## src/rtl/sprite_pkg.sv

```systemverilog
// Shared definitions for the sprite movers: direction codes, draw FSM states,
// the transparent-colour default and a small clamping helper.
package sprite_pkg;

   typedef enum logic [1:0] {
      DIR_UP    = 2'd0,
      DIR_DOWN  = 2'd1,
      DIR_LEFT  = 2'd2,
      DIR_RIGHT = 2'd3
   } dir_e;

   typedef enum logic [1:0] {
      ST_IDLE,
      ST_FETCH,
      ST_FLUSH,
      ST_DONE
   } state_e;

   // The transparent colour code is all ones at whatever colour width is used.
   localparam logic DEFAULT_TRANSP_BIT = 1'b1;

   function automatic int clampInt(input int v, input int lo, input int hi);
      if (v < lo) return lo;
      if (v > hi) return hi;
      return v;
   endfunction

endpackage

```

## src/rtl/pos_clamp.sv

```systemverilog
// Combinational one-step position update: moves by STEP in the given direction
// and saturates to the playfield so the sprite never wraps or leaves the map.
module pos_clamp
   import sprite_pkg::*;
#(
   parameter int X_W   = 8,
   parameter int Y_W   = 8,
   parameter int STEP  = 1,
   parameter int MAX_X = 240,
   parameter int MAX_Y = 160
) (
   input  logic [X_W-1:0] pos_x_i,
   input  logic [Y_W-1:0] pos_y_i,
   input  logic [1:0]     dir_i,
   output logic [X_W-1:0] new_x_o,
   output logic [Y_W-1:0] new_y_o
);

   int nx;
   int ny;

   // Signed integer arithmetic lets a move below zero be seen and clamped.
   always_comb begin
      nx = int'(pos_x_i);
      ny = int'(pos_y_i);
      unique case (dir_i)
         DIR_UP:    ny = ny - STEP;
         DIR_DOWN:  ny = ny + STEP;
         DIR_LEFT:  nx = nx - STEP;
         DIR_RIGHT: nx = nx + STEP;
      endcase
   end

   assign new_x_o = X_W'(clampInt(nx, 0, MAX_X));
   assign new_y_o = Y_W'(clampInt(ny, 0, MAX_Y));

endmodule

```

## src/rtl/sprite_mover.sv

```systemverilog
// Player sprite: tracks position/facing/walk frame from move commands and
// streams one sprite from ROM into the frame buffer on each draw request.
module sprite_mover
   import sprite_pkg::*;
#(
   parameter int MAP_W   = 256,
   parameter int MAP_H   = 176,
   parameter int SPR_W   = 16,
   parameter int SPR_H   = 16,
   parameter int STEP    = 1,
   parameter int FRAMES  = 2,
   parameter int COLOR_W = 6,
   parameter logic [COLOR_W-1:0] TRANSP = {COLOR_W{DEFAULT_TRANSP_BIT}},
   parameter int INIT_X  = 127,
   parameter int INIT_Y  = 88
) (
   input  logic                                           clock,
   input  logic                                           reset,
   input  logic                                           init,
   input  logic                                           attack,
   input  logic                                           move_up,
   input  logic                                           move_down,
   input  logic                                           move_left,
   input  logic                                           move_right,
   input  logic                                           draw_start,
   output logic [$clog2(2*4*FRAMES*SPR_W*SPR_H)-1:0]      rom_addr,
   input  logic [COLOR_W-1:0]                             rom_data,
   output logic [$clog2(MAP_W)-1:0]                       x_draw,
   output logic [$clog2(MAP_H)-1:0]                       y_draw,
   output logic [COLOR_W-1:0]                             colour,
   output logic                                           vga_write,
   output logic                                           draw_done,
   output logic                                           busy,
   output logic [1:0]                                     facing
);

   localparam int X_W  = $clog2(MAP_W);
   localparam int Y_W  = $clog2(MAP_H);
   localparam int PX_W = $clog2(SPR_W);
   localparam int PY_W = $clog2(SPR_H);
   localparam int FR_W = $clog2(FRAMES);

   state_e          state_q, state_d;
   logic [X_W-1:0]  pos_x_q, pos_x_d, draw_x_q, draw_x_d, x_draw_q, x_draw_d, clamp_x;
   logic [Y_W-1:0]  pos_y_q, pos_y_d, draw_y_q, draw_y_d, y_draw_q, y_draw_d, clamp_y;
   logic [1:0]      facing_q, facing_d;
   logic [FR_W-1:0] frame_q, frame_d;
   logic            atk_q, atk_d;
   logic            wr_valid_q, wr_valid_d;
   logic [PX_W-1:0] px_q, px_d;
   logic [PY_W-1:0] py_q, py_d;
   dir_e            move_dir;
   logic            move_any;

   // Among simultaneous move commands, up beats down beats left beats right.
   always_comb begin
      move_any = move_up | move_down | move_left | move_right;
      move_dir = DIR_RIGHT;
      if (move_up)        move_dir = DIR_UP;
      else if (move_down) move_dir = DIR_DOWN;
      else if (move_left) move_dir = DIR_LEFT;
   end

   pos_clamp #(
      .X_W   (X_W),
      .Y_W   (Y_W),
      .STEP  (STEP),
      .MAX_X (MAP_W - SPR_W),
      .MAX_Y (MAP_H - SPR_H)
   ) u_pos_clamp (
      .pos_x_i (pos_x_q),
      .pos_y_i (pos_y_q),
      .dir_i   (move_dir),
      .new_x_o (clamp_x),
      .new_y_o (clamp_y)
   );

   always_comb begin
      state_d    = state_q;
      pos_x_d    = pos_x_q;
      pos_y_d    = pos_y_q;
      facing_d   = facing_q;
      frame_d    = frame_q;
      atk_d      = atk_q;
      draw_x_d   = draw_x_q;
      draw_y_d   = draw_y_q;
      px_d       = px_q;
      py_d       = py_q;
      x_draw_d   = x_draw_q;
      y_draw_d   = y_draw_q;
      wr_valid_d = 1'b0;

      unique case (state_q)
         ST_IDLE: begin
            if (init) begin
               pos_x_d  = X_W'(INIT_X);
               pos_y_d  = Y_W'(INIT_Y);
               facing_d = DIR_DOWN;
               atk_d    = 1'b0;
            end else if (draw_start) begin
               state_d  = ST_FETCH;
               draw_x_d = pos_x_q;
               draw_y_d = pos_y_q;
               px_d     = '0;
               py_d     = '0;
            end else if (attack) begin
               atk_d = 1'b1;
            end else if (move_any) begin
               pos_x_d  = clamp_x;
               pos_y_d  = clamp_y;
               facing_d = move_dir;
               frame_d  = frame_q + FR_W'(1);
               atk_d    = 1'b0;
            end
         end

         // The coordinate registered here lines up with the ROM word returned next cycle.
         ST_FETCH: begin
            wr_valid_d = 1'b1;
            x_draw_d   = draw_x_q + X_W'(px_q);
            y_draw_d   = draw_y_q + Y_W'(py_q);
            if (px_q == PX_W'(SPR_W - 1)) begin
               px_d = '0;
               if (py_q == PY_W'(SPR_H - 1)) begin
                  py_d    = '0;
                  state_d = ST_FLUSH;
               end else begin
                  py_d = py_q + PY_W'(1);
               end
            end else begin
               px_d = px_q + PX_W'(1);
            end
         end

         ST_FLUSH: state_d = ST_DONE;

         ST_DONE:  state_d = ST_IDLE;
      endcase
   end

   always_ff @(posedge clock or posedge reset) begin
      if (reset) begin
         state_q    <= ST_IDLE;
         pos_x_q    <= X_W'(INIT_X);
         pos_y_q    <= Y_W'(INIT_Y);
         facing_q   <= DIR_DOWN;
         frame_q    <= '0;
         atk_q      <= 1'b0;
         draw_x_q   <= '0;
         draw_y_q   <= '0;
         px_q       <= '0;
         py_q       <= '0;
         x_draw_q   <= '0;
         y_draw_q   <= '0;
         wr_valid_q <= 1'b0;
      end else begin
         state_q    <= state_d;
         pos_x_q    <= pos_x_d;
         pos_y_q    <= pos_y_d;
         facing_q   <= facing_d;
         frame_q    <= frame_d;
         atk_q      <= atk_d;
         draw_x_q   <= draw_x_d;
         draw_y_q   <= draw_y_d;
         px_q       <= px_d;
         py_q       <= py_d;
         x_draw_q   <= x_draw_d;
         y_draw_q   <= y_draw_d;
         wr_valid_q <= wr_valid_d;
      end
   end

   assign rom_addr  = (state_q == ST_FETCH) ? {atk_q, facing_q, frame_q, py_q, px_q} : '0;
   assign x_draw    = x_draw_q;
   assign y_draw    = y_draw_q;
   assign colour    = wr_valid_q ? rom_data : '0;
   assign vga_write = wr_valid_q && (rom_data != TRANSP);
   assign draw_done = (state_q == ST_DONE);
   assign busy      = (state_q != ST_IDLE);
   assign facing    = facing_q;

endmodule
```

## config.mk

```make
export PLATFORM = sky130hd
export DESIGN_NAME = sprite_mover
export DESIGN_NICKNAME = d
export VERILOG_FILES = /design/src/rtl/sprite_pkg.sv /design/src/rtl/pos_clamp.sv /design/src/rtl/sprite_mover.sv
export SDC_FILE = /design/constraint.sdc
export NUM_CORES = 1
export LEC_CHECK = 0
export CAP_MARGIN = 20
export CORE_UTILIZATION = 50
export CTS_CLUSTER_SIZE = 14
export DETAILED_ROUTE_END_ITERATION = 12
export PLACE_DENSITY = 0.74
export SLEW_MARGIN = 20
export SYNTH_ARGS = -nofsm -noshare
export SYNTH_HDL_FRONTEND = slang
export SYNTH_SLANG_ARGS = --single-unit
export TNS_END_PERCENT = 50
```

## constraint.sdc

```tcl
create_clock -name clock -period 3.66 [get_ports clock]
set_clock_uncertainty 0.05 [all_clocks]
set_input_delay 0.549 -clock clock [delete_from_list [all_inputs] [get_ports clock]]
set_output_delay 0.549 -clock clock [all_outputs]
set_load 0.005 [all_outputs]
```

==> out/metrics.yaml, run 1 <==
status:
  outcome: "complete, no violations"
drt:
  drt_iter0_drc: 193
  wl_met2_um: 4258
  routed.top_layer: "met4"
  dr.pass1.iters: 5
  wirelength_met1_um: 4444
  drt_wl_total_um: 9321
  viasPerCell: 5.747
  drt.antenna.violating_nets: 0
  route.met3.wl_um: 541
  drc_errors: 0
  num_vias: 3368
  routedWlPerCell_um: 15.91
worst_hold_path:
  min_to: "frame_q"
  hold_depth: 1
  hp-class: "reg -> reg"
  hp-start: "frame_q"
clock_tree:
  clock-sinks: 63
  hold_buffers: 0
  ctsHtreeMaxLevel: 3
  clock_latency_ns: 0.34
  clockBufferDepth: 2
  cts_made_buffers: 9
  postCtsSetupRepairBufs: 0
  cts_root_buffer: "clkbuf_8"
  cts_resized: 0
  clkSlewWorstSetupHoldPaths_ns: 0.07
  tritoncts: "built"
place:
  place.port_buffers: 53
  dp_hpwl_um: 7016
  place_ws_ns: 0.6397
  place.gp.congestion: 0.9394
  place_area_um2: 4616
  post-place-cells: 570
floorplan:
  dieArea_um2: 8306
  start_util_pct: 51.68
  dieWidth_um: 91.14
  core_area_um2: 7687
  rows: 32
  pin_count: 54
  die-height_um: 91.14
worst_setup_path:
  critPathLaunchType: "register"
  ff2ff_setup_slack_ns: 0.96
  r2r-start: "state_q[1]"
  critPathArrivalTime_ns: 2.43
  cp-end-kind: "primary output"
  cp_max_fo: 19
  cp.required_ns: 3.06
  crit_type: "reg -> out"
  r2r_cells: 8
  r2r-end: "py_q[3]"
logic_synthesis:
  syn-num-nets: 459
  yosysUniqueCellTypes: 65
  synth_cells: 424
  yosysWarnings: 0
  yosys.area.top_type: "dfrtp_1"
  ys_top_cells_by_area: "dfrtp_1 (33%), dfstp_2 (7.3%), ha_1 (5.7%)"
  synth_top_area_share_pct: 32.76
  seq_area_frac_synth_pct: 40.03
  synth_edf_count: 0
  synth_seq_cells: 63
  avgSynthCellArea_um2: 9.369
  async_flop_share_pct: 100.0
  syn_area_um2: 3973
  ys.flop_type: "dfrtp_1"
power:
  total_power_mw: 1.425
  seqPwrFrac_pct: 48.9
  internal-power_mw: 1.113
  clkPwrFrac_pct: 45.6
  vdd_drop_max_mv: 0.1524
  pwr-share-comb_pct: 5.5
  switching_share_pct: 21.90
  p_switching_uw: 312.0
  power_density_nw_per_um2: 295.1
  leakagePower_nw: 2.090
sta:
  setup_tns_ns: 0
  slew-limit-headroom_pct: 45.14
  min_period_ns: 3.027
  whs_ns: 0.4077
  hold_violations: 0
  fin_crit_sh_pct: 82.72
  timing.final.ws_setup_ns: 0.6326
  fmax_mhz: 330.3
  setup_violations: 0
  timing_max_transition_violations_final: 0
  rsz0062_at_grt: "no"
  worst_slew_pin_slew_ns: 0.8021
finish:
  postLayoutCoreUtil_pct: 62.81
  post-route-cell-area_um2: 4828
  n_antenna_cell: 0
  drive_above_1_share_pct: 14.05
  area_growth_pct: 21.54
  nets: 514
  fill_cells: 680
  final_cells: 586
grt:
  grt_max_degree: 34
  grt_pass1_vias: 3129
  track_usage_pct: 23.50
  antenna_found_initial: 0
  grt-ovfl-total: 0
  grt_pass1_wl_um: 15400
run:
  max-cap-violations: 0
## cell usage after synthesis, drive strengths merged (4+ instances only)
cell    count
a21oi      34
a31oi       6
and2       18
buf         5
clkbuf     14
dfrtp      52
dfstp      11
ha         18
inv        21
mux2       19
mux2i       4
nand2      37
nand2b      7
nand3      14
nand3b      5
nand4       4
nor2       20
nor2b       6
nor3       14
o21ai      30
o22a        4
o22ai       9
xnor2       7
xor2       14
## placed cells by master, fill, tap and decap left out, types with 3 or more instances in the layout
cell / netlist / routed
a21o_1: 3 / 3
a21oi_1: 33 / 33
a31oi_1: 6 / 6
and2_1: 18 / 18
buf_4: 0 / 10
clkbuf_8: 0 / 9
clkdlybuf4s50_1: 0 / 53
dfrtp_1: 52 / 52
dfstp_2: 11 / 11
ha_1: 18 / 18
inv_1: 21 / 20
mux2_2: 19 / 19
mux2i_1: 4 / 4
nand2_1: 37 / 37
nand2b_1: 7 / 7
nand3_1: 14 / 14
nand3b_1: 5 / 5
nand4_1: 4 / 4
nor2_1: 20 / 20
nor2b_1: 6 / 6
nor3_1: 13 / 13
o21ai_0: 27 / 27
o22a_1: 4 / 4
o22ai_1: 8 / 8
o32ai_1: 3 / 3
or3_1: 3 / 3
xnor2_1: 7 / 7
xor2_1: 14 / 14
## per-layer routing
metal	GRT usage, %	up-vias
met5	0	-
met4	8.466	0
met3	5.025	7
met2	36.11	126
met1	32.76	1585
li1	-	1650
## sequential cells by signal (all words and copies together) (netlist names)
name / cells
x_draw: 8
py_q: 4
facing: 2
y_draw: 8
pos_x_q: 8
pos_y_q: 8
draw_y_q: 8
frame_q: 1
state_q: 2
atk_q: 1
px_q: 4
draw_x_q: 8
wr_valid_q: 1
## power groups by stage
| stage | sequential [mW] | combinational (mW) | clock (mW) |
|---|---|---|---|
| 6_report | 0.697 | 0.0781 | 0.650 |
| 2_1_floorplan | 0.709 | 0.0441 | 0 |
| 5_1_grt | 0.696 | 0.0860 | 0.702 |
| 3_5_place_dp | 0.709 | 0.0783 | 0 |
| 4_1_cts | 0.697 | 0.0785 | 0.666 |
| 3_3_place_gp | 0.709 | 0.0773 | 0 |
## critical path, cell delays in order, from the launching register on
cell	delay [ns]
dfrtp_1	0.42
inv_1	0.10
ha_1	0.61
inv_1	0.28
nor2_1	0.17
clkdlybuf4s50_1	0.51
## layout make-up
cell class | count | area, um^2 | share of cell area (%)
Multi-Input combinational cell | 321 | 2213 | 45.84
Sequential cell | 63 | 1590 | 32.94
Timing Repair Buffer | 63 | 605.6 | 12.54
Clock buffer | 10 | 127.6 | 2.643
Tap cell | 102 | 127.6 | 2.643
Clock inverter | 6 | 85.08 | 1.762
Inverter | 21 | 78.83 | 1.633
## worst max-delay path by stage
stage	start	end	slack, ns
after floorplan	move_up	pos_x_q[0]	1.35
after global placement	move_up	pos_x_q[0]	0.72
after detailed placement	move_up	pos_x_q[0]	0.64
after CTS	state_q[1]	rom_addr[5]	0.59
after global routing	state_q[1]	rom_addr[1]	0.47
final	state_q[1]	rom_addr[5]	0.63
## kinds of logic (layout without fill, tap and decap cells)
family	count (synthesis)	in the layout	synth area share, %
muxes	23	23	6.394
and+or+nand+nor	145	145	19.59
AOI/OAI and AO/OA	112	112	18.43
buffers and inverters	40	100	4.252
xor gates and xnor gates	21	21	4.630
adders and majority gates	20	20	6.677
DFF	63	63	40.03
(Power assumes the default switching activity.)
==> run 2: changes to the inputs <==
==> constraint.sdc (replaced) <==
create_clock -name clock -period 2.8 [get_ports clock]
set_clock_uncertainty 0.05 [all_clocks]
set_input_delay 0.42 -clock clock [delete_from_list [all_inputs] [get_ports clock]]
set_output_delay 0.42 -clock clock [all_outputs]
set_load 0.005 [all_outputs]
==> out/metrics.yaml, run 2 (synthesized netlist as in run 1, its figures left out) <==
status:
  outcome: "complete, no violations"
power:
  vdd_drop_max_mv: 0.2586
  power_density_nw_per_um2: 378.5
  leakagePower_nw: 2.157
  total_power_mw: 1.864
clock_tree:
  cts_made_buffers: 9
  tritoncts: "built"
  postCtsSetupRepairBufs: 0
  clockBufferDepth: 2
  cts_resized: 0
  ctsHtreeMaxLevel: 3
  clock_latency_ns: 0.34
  clock-sinks: 63
  cts_root_buffer: "clkbuf_8"
  hold_buffers: 0
  clkSlewWorstSetupHoldPaths_ns: 0.07
grt:
  track_usage_pct: 24.39
  grt_max_degree: 33
  antenna_found_initial: 0
  grt-ovfl-total: 0
  grt_pass1_wl_um: 16090
  grt_pass1_vias: 3378
sta:
  slew-limit-headroom_pct: 49.03
  rsz0062_at_grt: "no"
  min_period_ns: 2.600
  fin_crit_sh_pct: 92.87
  setup_violations: 0
  worst_slew_pin_slew_ns: 0.7621
  setup_tns_ns: 0
  timing_max_transition_violations_final: 0
  hold_violations: 0
  fmax_mhz: 384.6
place:
  place_area_um2: 4721
  place.gp.congestion: 0.9662
  dp_hpwl_um: 7255
  place.port_buffers: 53
run:
  max-cap-violations: 0
worst_setup_path:
  critPathLaunchType: "register"
  path_delay_family: "buffers and inverters"
  cp.required_ns: 2.33
  cpPeakStageDelay_ns: 0.51
  path_cells: "inv_1 -> ha_1 -> buf_4 -> and2_1 -> clkdlybuf4s50_1"
  cp-end-kind: "primary output"
  critPathBufInv: 3
  cp_slowest_cell: "clkdlybuf4s50_1"
  cp.depth: 5
  cp_max_fo: 10
  critPathArrivalTime_ns: 2.13
  crit_type: "reg -> out"
  r2r_cells: 8
finish:
  final_common_cell: "clkdlybuf4s50_1"
  nets: 528
  post-route-cell-area_um2: 4926
  final_cell_mix: "clkdlybuf4s50_1 (53), dfrtp_1 (52), nand2_1 (37), a21oi_1 (33), o21ai_0 (27)"
  n_antenna_cell: 0
  seq_area_um2: 1590
  area_growth_pct: 24.00
  fill_cells: 662
  drive_above_1_share_pct: 16.06
  multiInputGateArea_um2: 2213
drt:
  drc_errors: 0
  viasPerCell: 5.817
  routedWlPerCell_um: 15.99
  drt_wl_total_um: 9593
  drt_iter0_drc: 198
  dr.pass1.iters: 5
  drt.antenna.violating_nets: 0
  num_vias: 3490
floorplan:
  dieArea_um2: 8306
  dieWidth_um: 91.14
  pin_count: 54
  start_util_pct: 51.68
  core_area_um2: 7687
  rows: 32
  die-height_um: 91.14
worst_hold_path:
  hp-class: "in -> async"
-- run 2: cell types whose count changed in the layout (fill, tap and decap cells not counted) --
cell	delta
buf_4	+14
clkbuf_1	+2
clkinvlp_4	-2
-- run 2: worst paths after layout --
| path | endpoint | startpoint | slack, ns |
|---|---|---|---|
| setup / recovery | rom_addr[3] | state_q[1] | 0.20 |
| hold / removal | y_draw[2] | reset | 0.19 |
| min in group clock | frame_q | frame_q | 0.41 |
| max in group asynchronous | pos_x_q[4] | reset | 1.89 |
| hold reg to reg | frame_q | frame_q | 0.41 |
| setup reg to reg | pos_y_q[0] | pos_y_q[0] | 0.27 |
-- run 2: layout make-up --
class	count	area share, %
multi-input combinational	321	44.93
clock inverter	4	1.422
sequential	63	32.28
tap	102	2.591
inverter	21	1.600
timing repair buffer	77	14.43
clock buffer	12	2.743
-- run 2: per-stage QoR --
step | setup slack (ns) | hold WS (ns) | utilization, % | cells
finish | 0.1996 | 0.1943 | 64.08 | 600
global route | 0.06703 | 0.1839 | 64.08 | 600
CTS | 0.1564 | 0.1848 | 64.08 | 600
detailed placement | 0.06668 | 0.3989 | 61.41 | 584
global placement | 0.1520 | 0.3984 | 61.41 | 584
floorplan | 0.5653 | 0.3843 | - | 424
-- run 2: power by group --
group          leakage, nW  switching [mW]  internal, mW
sequential           0.790               0         0.911
clock                0.104           0.343         0.500
combinational         1.26          0.0593        0.0519
total                 2.16           0.402          1.46
-- run 2: metal layers --
| metal | global-route usage [%] | share of wire (%) | vias up |
|---|---|---|---|
| met5 | 0 | 0 | - |
| met4 | 8.995 | 0.97 | 0 |
| met3 | 4.439 | 5.5 | 11 |
| met2 | 40.15 | 48 | 130 |
| met1 | 32.11 | 46 | 1684 |
| li1 | - | - | 1665 |
==> run 3: changes to the inputs <==
--- a/config.mk
+++ b/config.mk
@@ -6,10 +6,12 @@
 export NUM_CORES = 1
 export LEC_CHECK = 0
 export CAP_MARGIN = 20
-export CORE_UTILIZATION = 50
+export CORE_ASPECT_RATIO = 1.2
+export CORE_UTILIZATION = 53
+export CTS_CLUSTER_DIAMETER = 80
 export CTS_CLUSTER_SIZE = 14
 export DETAILED_ROUTE_END_ITERATION = 12
-export PLACE_DENSITY = 0.74
+export PLACE_DENSITY = 0.77
 export SLEW_MARGIN = 20
 export SYNTH_ARGS = -nofsm -noshare
 export SYNTH_HDL_FRONTEND = slang
==> out/metrics.yaml, run 3 (synthesized netlist as in run 1, its figures left out) <==
worst_setup_path:
  r2r_cells: 8
  critPathLaunchType: "register"
  path_cells: "inv_1 -> ha_2 -> inv_1 -> nor2_1 -> clkdlybuf4s50_1"
  crit_type: "reg -> out"
  r2r-end: "py_q[3]"
  cp_slowest_cell: "clkdlybuf4s50_1"
  cp.required_ns: 2.33
  critPathBufInv: 3
  path_delay_family: "buffers and inverters"
  cpPeakStageDelay_ns: 0.51
  critPathArrivalTime_ns: 2.14
  ff2ff_setup_slack_ns: 0.33
  r2r-start: "state_q[1]"
  worst_path_most_repeated_cell: "inv_1"
  cp-end-kind: "primary output"
  cp_max_fo: 17
power:
  pwr-share-comb_pct: 6.2
  internal-power_mw: 1.375
  total_power_mw: 1.822
  leakagePower_nw: 2.137
  clkPwrFrac_pct: 43.8
  p_switching_uw: 447.6
  power_density_nw_per_um2: 371.1
  switching_share_pct: 24.56
  seqPwrFrac_pct: 50.0
  vdd_drop_max_mv: 0.2946
grt:
  grt_pass1_vias: 3321
  antenna_found_initial: 0
  track_usage_pct: 26.94
  grt_pass1_wl_um: 16150
  grt-ovfl-total: 0
  grt_max_degree: 64
drt:
  drt.antenna.violating_nets: 0
  drc_errors: 0
  routedWlPerCell_um: 16.12
  drt_iter0_drc: 182
  num_vias: 3394
  viasPerCell: 5.782
  dr.pass1.iters: 4
  drt_wl_total_um: 9461
floorplan:
  core_area_um2: 7232
  rows: 34
  pin_count: 54
  die-height_um: 96.84
  dieArea_um2: 7847
  dieWidth_um: 81.03
  start_util_pct: 54.93
finish:
  final_cell_mix: "clkdlybuf4s50_1 (53), dfrtp_1 (52), nand2_1 (37), a21oi_1 (33), o21ai_0 (27)"
  final_cells: 587
  area_growth_pct: 23.62
  drive_above_1_share_pct: 16.70
  n_antenna_cell: 0
  final_common_cell: "clkdlybuf4s50_1"
  fill_cells: 578
  nets: 527
sta:
  timing_max_transition_violations_final: 0
  rsz0062_at_grt: "no"
  setup_violations: 0
  worst_slew_pin_slew_ns: 0.8679
  min_period_ns: 2.614
  fmax_mhz: 382.6
  slew-limit-headroom_pct: 41.66
  hold_violations: 0
  setup_tns_ns: 0
  fin_crit_sh_pct: 93.35
clock_tree:
  cts_made_buffers: 9
  hold_buffers: 0
  postCtsSetupRepairBufs: 0
  tritoncts: "built"
  cts_resized: 1
  clock_latency_ns: 0.36
  ctsHtreeMaxLevel: 3
  clkSlewWorstSetupHoldPaths_ns: 0.08
  clock-sinks: 63
  cts_root_buffer: "clkbuf_8"
  clockBufferDepth: 2
place:
  place.port_buffers: 53
  place.gp.congestion: 0.9290
  dp_hpwl_um: 7059
  post-place-cells: 571
status:
  outcome: "complete, no violations"
worst_hold_path:
  hp-class: "in -> async"
run:
  max-cap-violations: 0
==> run 3: worst reg2reg max path, cell delays in order, from the launching register on <==
cell and delay, ns:
dfrtp_1 0.42, inv_1 0.11, ha_2 0.40, inv_1 0.22, o21ai_0 0.49, nand2_1 0.25
nor3_1 0.26, a21oi_1 0.06, o21ai_0 0.13
==> run 3: final cells by class <==
cell class              count  area (um^2)  area share (%)
flip-flops and latches     63         1590           32.38
clock inverters             7        73.82           1.503
repair buffers             76        715.7           14.57
inverters                  21        78.83           1.605
clock buffers               9        123.9           2.522
well taps                  90        112.6           2.293
multi-input cells         321         2216           45.12
==> run 3: metrics by stage <==
| stage | worst slack, ns | area [um^2] | util, % | hold slack, ns |
|---|---|---|---|---|
| final | 0.1861 | 4911 | 67.91 | 0.3831 |
| after floorplan | 0.5653 | 3973 | - | 0.3843 |
| after global routing | 0.03497 | 4911 | 67.91 | 0.4121 |
| after detailed placement | 0.02403 | 4711 | 65.14 | 0.4164 |
| after CTS | 0.2174 | 4911 | 67.91 | 0.4044 |
| after global placement | 0.09239 | 4711 | 65.14 | 0.4067 |
==> run 3: metal layers <==
layer  part of all wire (%)  track usage [%]  routed length [um]
met2                     47            41.18                4476
met3                    6.2            4.151                 589
met1                     44            36.62                4145
met4                    2.6            13.46                 250
met5                      0                0                   0
==> run 3: worst max path at each step <==
stage / cells after the start / slack [ns] / end / startpoint
2_1_floorplan: 8 / 0.57 / pos_x_q[0] / pos_x_q[0]
3_3_place_gp: 8 / 0.09 / pos_y_q[2] / move_up
3_5_place_dp: 7 / 0.02 / pos_x_q[1] / move_left
4_1_cts: 5 / 0.22 / rom_addr[1] / state_q[1]
5_1_grt: 5 / 0.03 / rom_addr[1] / state_q[1]
6_report: 5 / 0.19 / rom_addr[1] / state_q[1]
==> run 3: power groups by stage <==
stage               logic (mW)  registers (mW)  clock network (mW)
global route             0.126           0.910               0.843
global placement         0.113           0.927                   0
detailed placement       0.114           0.927                   0
floorplan               0.0576           0.927                   0
finish                   0.113           0.910               0.798
CTS                      0.115           0.910               0.805
